==> src/rtl/mem_resp_stage.sv <==
// MEM stage for a split-transaction data memory: in-order response FIFO, flush draining, load extraction.
// Build option MEM_LOAD_FWD_EN: forward extracted load data onto the bypass bus once the response is held.
module mem_resp_stage #(
  parameter int MAX_OUT = 2,
  parameter int CNT_W   = $clog2(MAX_OUT + 1)
) (
  input  logic        clk,
  input  logic        resetn,
  input  logic        in_valid,
  output logic        in_ready,
  input  logic [31:0] in_pc,
  input  logic [31:0] in_result,
  input  logic        in_rf_we,
  input  logic [4:0]  in_rf_waddr,
  input  logic        in_mem_req,
  input  logic        in_res_from_mem,
  input  logic [4:0]  in_ld_ctrl,
  input  logic        req_accepted,
  output logic        req_allow,
  input  logic        data_sram_data_ok,
  input  logic [31:0] data_sram_rdata,
  input  logic        flush,
  output logic        out_valid,
  input  logic        out_ready,
  output logic [31:0] out_pc,
  output logic [31:0] out_result,
  output logic [31:0] out_mem_result,
  output logic        out_rf_we,
  output logic        out_res_from_mem,
  output logic [4:0]  out_rf_waddr,
  output logic        byp_we,
  output logic [4:0]  byp_waddr,
  output logic        byp_data_ok,
  output logic [31:0] byp_data
);

  // One spare bit: a flush may see MAX_OUT outstanding plus one accepted that same cycle.
  localparam int IW = CNT_W + 1;
  localparam int PW = (MAX_OUT > 1) ? $clog2(MAX_OUT) : 1;
  localparam logic [IW:0]   MAX_CREDIT = (IW + 1)'(MAX_OUT);
  localparam logic [PW-1:0] LAST_PTR   = PW'(MAX_OUT - 1);

  function automatic logic [PW-1:0] ptr_inc(input logic [PW-1:0] ptr);
    logic [PW-1:0] nxt;
    if (ptr == LAST_PTR) nxt = {PW{1'b0}};
    else                 nxt = ptr + PW'(1);
    return nxt;
  endfunction

  function automatic logic [31:0] load_extract(input logic [31:0] word, input logic [1:0] off,
                                               input logic [4:0] ctrl);
    logic [7:0]  b;
    logic [15:0] h;
    logic [31:0] res;
    case (off)
      2'd0:    b = word[7:0];
      2'd1:    b = word[15:8];
      2'd2:    b = word[23:16];
      2'd3:    b = word[31:24];
      default: b = 8'h00;
    endcase
    h = off[1] ? word[31:16] : word[15:0];
    case (ctrl)
      5'b10000: res = word;
      5'b01000: res = {{24{b[7]}}, b};
      5'b00100: res = {24'h000000, b};
      5'b00010: res = {{16{h[15]}}, h};
      5'b00001: res = {16'h0000, h};
      default:  res = 32'h0000_0000;
    endcase
    return res;
  endfunction

  logic          valid_r, rf_we_r, mem_req_r, res_from_mem_r;
  logic [31:0]   pc_r, result_r;
  logic [4:0]    rf_waddr_r, ld_ctrl_r;
  logic [IW-1:0] inflight_r, drop_r, fifo_cnt_r;
  logic [IW-1:0] inflight_nxt_s, drop_nxt_s, fifo_cnt_nxt_s;
  logic [PW-1:0] wr_ptr_r, rd_ptr_r;
  logic [31:0]   fifo_mem_r [MAX_OUT];
  logic          dok_s, drop_s, push_s, pop_s, fifo_ne_s, ready_go_s, retire_s, capture_s;
  logic [IW:0]   credit_s;
  logic [31:0]   head_s, mem_result_s;

  assign fifo_ne_s  = (fifo_cnt_r != {IW{1'b0}});
  assign ready_go_s = ~mem_req_r | fifo_ne_s;
  assign out_valid  = valid_r & ready_go_s;
  assign in_ready   = ~valid_r | (ready_go_s & out_ready);
  assign retire_s   = out_valid & out_ready & ~flush;
  assign capture_s  = in_valid & in_ready & ~flush;
  // A strobe with nothing outstanding is a protocol error and is ignored.
  assign dok_s      = data_sram_data_ok & (inflight_r != {IW{1'b0}});
  assign drop_s     = dok_s & (drop_r != {IW{1'b0}});
  assign push_s     = dok_s & ~drop_s & ~flush;
  assign pop_s      = retire_s & mem_req_r;
  assign credit_s   = {1'b0, inflight_r} + {1'b0, fifo_cnt_r};
  assign req_allow  = (credit_s < MAX_CREDIT) & ~flush;

  assign head_s       = fifo_mem_r[rd_ptr_r];
  assign mem_result_s = fifo_ne_s ? load_extract(head_s, result_r[1:0], ld_ctrl_r) : 32'h0000_0000;

  assign out_pc           = pc_r;
  assign out_result       = result_r;
  assign out_mem_result   = mem_result_s;
  assign out_rf_we        = rf_we_r;
  assign out_res_from_mem = res_from_mem_r;
  assign out_rf_waddr     = rf_waddr_r;
  assign byp_we           = valid_r & rf_we_r;
  assign byp_waddr        = rf_waddr_r;

`ifdef MEM_LOAD_FWD_EN
  assign byp_data_ok = valid_r & (~res_from_mem_r | fifo_ne_s);
  assign byp_data    = (res_from_mem_r & fifo_ne_s) ? mem_result_s : result_r;
`else
  assign byp_data_ok = valid_r & ~res_from_mem_r;
  assign byp_data    = result_r;
`endif

  // Counter next-state; flush turns every outstanding request into one to drop.
  always_comb begin
    inflight_nxt_s = inflight_r + IW'(req_accepted) - IW'(dok_s);
    drop_nxt_s     = drop_r;
    fifo_cnt_nxt_s = fifo_cnt_r;
    if (flush) begin
      drop_nxt_s     = inflight_nxt_s;
      fifo_cnt_nxt_s = {IW{1'b0}};
    end else begin
      drop_nxt_s     = drop_r - IW'(drop_s);
      fifo_cnt_nxt_s = fifo_cnt_r + IW'(push_s) - IW'(pop_s);
    end
  end

  // Counter and FIFO pointer registers.
  always_ff @(posedge clk or negedge resetn) begin
    if (!resetn) begin
      inflight_r <= {IW{1'b0}};
      drop_r     <= {IW{1'b0}};
      fifo_cnt_r <= {IW{1'b0}};
      wr_ptr_r   <= {PW{1'b0}};
      rd_ptr_r   <= {PW{1'b0}};
    end else begin
      inflight_r <= inflight_nxt_s;
      drop_r     <= drop_nxt_s;
      fifo_cnt_r <= fifo_cnt_nxt_s;
      if (flush) begin
        wr_ptr_r <= {PW{1'b0}};
        rd_ptr_r <= {PW{1'b0}};
      end else begin
        if (push_s) wr_ptr_r <= ptr_inc(wr_ptr_r);
        if (pop_s)  rd_ptr_r <= ptr_inc(rd_ptr_r);
      end
    end
  end

  // Response FIFO storage.
  always_ff @(posedge clk or negedge resetn) begin
    if (!resetn) begin
      for (int i = 0; i < MAX_OUT; i++) fifo_mem_r[i] <= 32'h0000_0000;
    end else if (push_s) begin
      fifo_mem_r[wr_ptr_r] <= data_sram_rdata;
    end
  end

  // Stage register: flush beats capture beats retire.
  always_ff @(posedge clk or negedge resetn) begin
    if (!resetn) begin
      valid_r        <= 1'b0;
      pc_r           <= 32'h0000_0000;
      result_r       <= 32'h0000_0000;
      rf_we_r        <= 1'b0;
      rf_waddr_r     <= 5'd0;
      mem_req_r      <= 1'b0;
      res_from_mem_r <= 1'b0;
      ld_ctrl_r      <= 5'd0;
    end else begin
      if (flush)          valid_r <= 1'b0;
      else if (capture_s) valid_r <= 1'b1;
      else if (retire_s)  valid_r <= 1'b0;
      if (capture_s) begin
        pc_r           <= in_pc;
        result_r       <= in_result;
        rf_we_r        <= in_rf_we;
        rf_waddr_r     <= in_rf_waddr;
        mem_req_r      <= in_mem_req;
        res_from_mem_r <= in_res_from_mem;
        ld_ctrl_r      <= in_ld_ctrl;
      end
    end
  end

endmodule
==> config.mk <==
export PLATFORM = sky130hd
export DESIGN_NAME = mem_resp_stage
export DESIGN_NICKNAME = d
export VERILOG_FILES = /design/src/rtl/mem_resp_stage.sv
export SDC_FILE = /design/constraint.sdc
export NUM_CORES = 1
export LEC_CHECK = 0
export CAP_MARGIN = 20
export CORE_MARGIN = 4
export CORE_UTILIZATION = 35
export CTS_BUF_LIST = sky130_fd_sc_hd__clkbuf_4
export CTS_CLUSTER_SIZE = 8
export DETAILED_ROUTE_END_ITERATION = 8
export GPL_ROUTABILITY_DRIVEN = 0
export GPL_TIMING_DRIVEN = 1
export PLACE_DENSITY_LB_ADDON = 0.15
export SYNTH_ARGS = -nofsm -noshare
export SYNTH_HDL_FRONTEND = slang
export SYNTH_SLANG_ARGS = --single-unit
==> constraint.sdc <==
create_clock -name clk -period 2.7 [get_ports clk]
set_clock_uncertainty 0.15 [all_clocks]
set_input_delay 0.54 -clock clk [delete_from_list [all_inputs] [get_ports clk]]
set_output_delay 0.54 -clock clk [all_outputs]
set_load 0.01 [all_outputs]
==> results.json <==
{
  "yosysTopAreaCell": "dfrtp_1",
  "antenna_left": 0,
  "synth_area_leaders": "dfrtp_1 51%, mux2_2 26%, buf_4 4.4%",
  "yosysMostFrequentCell": "mux2_2",
  "cp-startpoint": "rd_ptr_r",
  "port_buffers": 260,
  "synthFlopType": "dfrtp_1",
  "min_path_type": "input pin to async pin",
  "hold_slack_ps": 369,
  "ir_drop_uv": 434,
  "postSynthRegisterBits": 153,
  "timing.rr.start": "inflight_r[0]",
  "cts.sinks": 153,
  "crit_fanout": 7,
  "cts_tree": "built",
  "clk_pin_slew_ps": 140,
  "slew-limit-headroom_pct": 63.5,
  "cp.required_ps": 2010,
  "run_status": "finished, violations left",
  "cp_num_buf_inv": 3,
  "post-route-period-util_pct": 119,
  "num_rows": 53,
  "fp.dieW_um": 155,
  "total_power_uw": 8480,
  "cp.depth": 7,
  "ys_warn_count": 0,
  "num_vias": 5670,
  "synth_common_cells": "173 x mux2_2, 153 x dfrtp_1, 44 x buf_4",
  "crit_path_end": "out_mem_result[12]",
  "synth_area_um2": 7510,
  "layout_min_cycle_time_ps": 3200,
  "path_class": "flop to primary output",
  "drive_gt1_share_pct": 42.9,
  "syn_avg_cell_area_um2": 13.3,
  "synth_edf_count": 0,
  "clock_latency_ps": 530,
  "h-tree-depth": 4,
  "rsz0062_at_grt": "true",
  "dp_slack_ps": -338,
  "stdcell_count": 1146,
  "post_drt_wl_per_cell_um": 19.7,
  "hpwl_um": 16400,
  "drc": 0,
  "crit_top_cell": "buf_4",
  "powerDensity_nw_per_um2": 748,
  "reg2regPathDepth": 12,
  "crit_chain": "mux2_4 > mux4_2 > buf_4 > nand2_4 > buf_4 > a31oi_1 > buf_2",
  "syn_to_final_growth_pct": 50.8,
  "cp_top_family": "multiplexers",
  "fp.coreArea_um2": 21100,
  "end_kind": "primary output",
  "start_util_pct": 35.6,
  "r2r_setup_slack_ps": 110,
  "drtIter0Drc": 230,
  "tightest_slew_ps": 548,
  "io_pins": 261,
  "clock.fmax_mhz": 312,
  "wl_um": 22600,
  "rr_endpoint": "drop_r[2]",
  "grt_pass1_wl_um": 35000,
  "crit_path_max_incr_delay_ps": 530,
  "clockBufferDepth": 2,
  "cts_root_buf": "clkbuf_4",
  "drv_slew": 0,
  "ys_types": 44,
  "crit_arrival_ps": 2510,
  "grt_start_max_net_pins": 62,
  "first_pass_iters": 4,
  "cts_buffers": 17,
  "antenna_found_initial": 3,
  "p_leak_uw": 0.00487,
  "finalWorstSetupSlack_ps": -503,
  "grt-ovfl-total": 0,
  "ys_seq_area_share_pct": 50.9,
  "hold_viol_final": 0,
  "cpMaxStageDelayCell": "mux4_2",
  "via_per_inst": 4.95,
  "die_y_um": 155,
  "postSynthCellCount": 567,
  "max_cap_viol_count": 0,
  "syn_nets": 694,
  "n_fill_cell": 1833,
  "grt_pass1_vias": 6364,
  "start_kind": "flop",
  "dp.cells": 1090,
  "finalNetCount": 984,
  "synthArstFlopShare_pct": 100,
  "grt_util_all_layers_pct": 18.6,
  "die_area_um2": 23900,
  "setup_viol": 33,
  "violations": "setup timing",
  "synth_top_area_share_pct": 50.9
}
report_power, final:
part / total (µW) / switching, µW / internal, µW
Sequential: 3460 / 499 / 2960
Combinational: 3440 / 1350 / 2090
Clock: 1580 / 906 / 676
metal layers:
metal / track usage [%] / part of all wire, % / up-vias
li1: - / - / 2575
met1: 21.7 / 38 / 2832
met2: 31.9 / 51 / 233
met3: 8.09 / 9.0 / 26
met4: 4.21 / 1.5 / 4
met5: 0 / 0.066 / -
stage by stage:
stage | utilization, % | setup TNS, ps | area (µm²)
final | 53.7 | -13660 | 11300
after global routing | 53.7 | -17780 | 11300
after CTS | 52.2 | -14850 | 11000
after detailed placement | 50.2 | -9910 | 10600
after global placement | 50.2 | -7440 | 10600
after floorplan | - | 0 | 7510
repair_timing:
item                       4_1_cts  5_1_grt
pin swaps                       11       22
hold endpoints to repair        52        0
setup endpoints to repair       35       36
cloned                           0        2
hold buffers                     1        0
setup buffers                    9       12
gates resized for setup        181       48
registers in the layout, indices dropped and copies added (netlist names):
| signal | flops |
|---|---|
| inflight_r | 3 |
| out_pc | 32 |
| drop_r | 3 |
| byp_data | 32 |
| wr_ptr_r | 1 |
| mem_req_r | 1 |
| valid_r | 1 |
| fifo_cnt_r | 3 |
| out_rf_we | 1 |
| fifo_mem_r | 64 |
| ld_ctrl_r | 5 |
| out_res_from_mem | 1 |
| rd_ptr_r | 1 |
| byp_waddr | 5 |
placed cells by master (no fill, tap or decap), types with 7 or more instances in the layout:
cell and count:
mux2_4 10, o211ai_1 7, nand2b_1 7, buf_2 32, mux2_2 164, buf_6 15
buf_4 44, a21oi_1 23, ha_1 7, clkdlybuf4s50_1 224, mux4_2 8, nand2_1 20
a21oi_2 9, buf_12 14, inv_1 14, dfrtp_1 149, clkbuf_4 18
cell type report:
type,count,area [µm²],area share [%]
diodes,1,2.50,0.0221
clock buffers,18,135,1.19
clock inverters,14,185,1.63
inverters,14,52.6,0.464
multi-input cells,333,3470,30.6
flip-flops and latches,153,3830,33.8
well taps,275,344,3.04
repair buffers,338,3310,29.2
how the worst min path moves through the flow:
stage / from / end / slack, ps / cells after the start
global placement: fifo_mem_r[36] / fifo_mem_r[36] / 320 / 1
floorplan: resetn / byp_data[0] / 90 / 0
global route: resetn / drop_r[2] / 370 / 2
CTS: resetn / byp_data[13] / 350 / 2
finish: resetn / fifo_mem_r[32] / 370 / 2
detailed placement: fifo_mem_r[36] / fifo_mem_r[36] / 330 / 1
cells by family after synthesis:
group	share of synthesized area [%]
multiplexers	29.3
flip-flops	50.9
buffers and inverters	6.61
AO/OA/AOI/OAI	5.56
AND/OR/NAND/NOR	4.41
adder cells (fa/ha/maj)	2.13
XOR/XNOR	1.05
(Power assumes the default switching activity.)
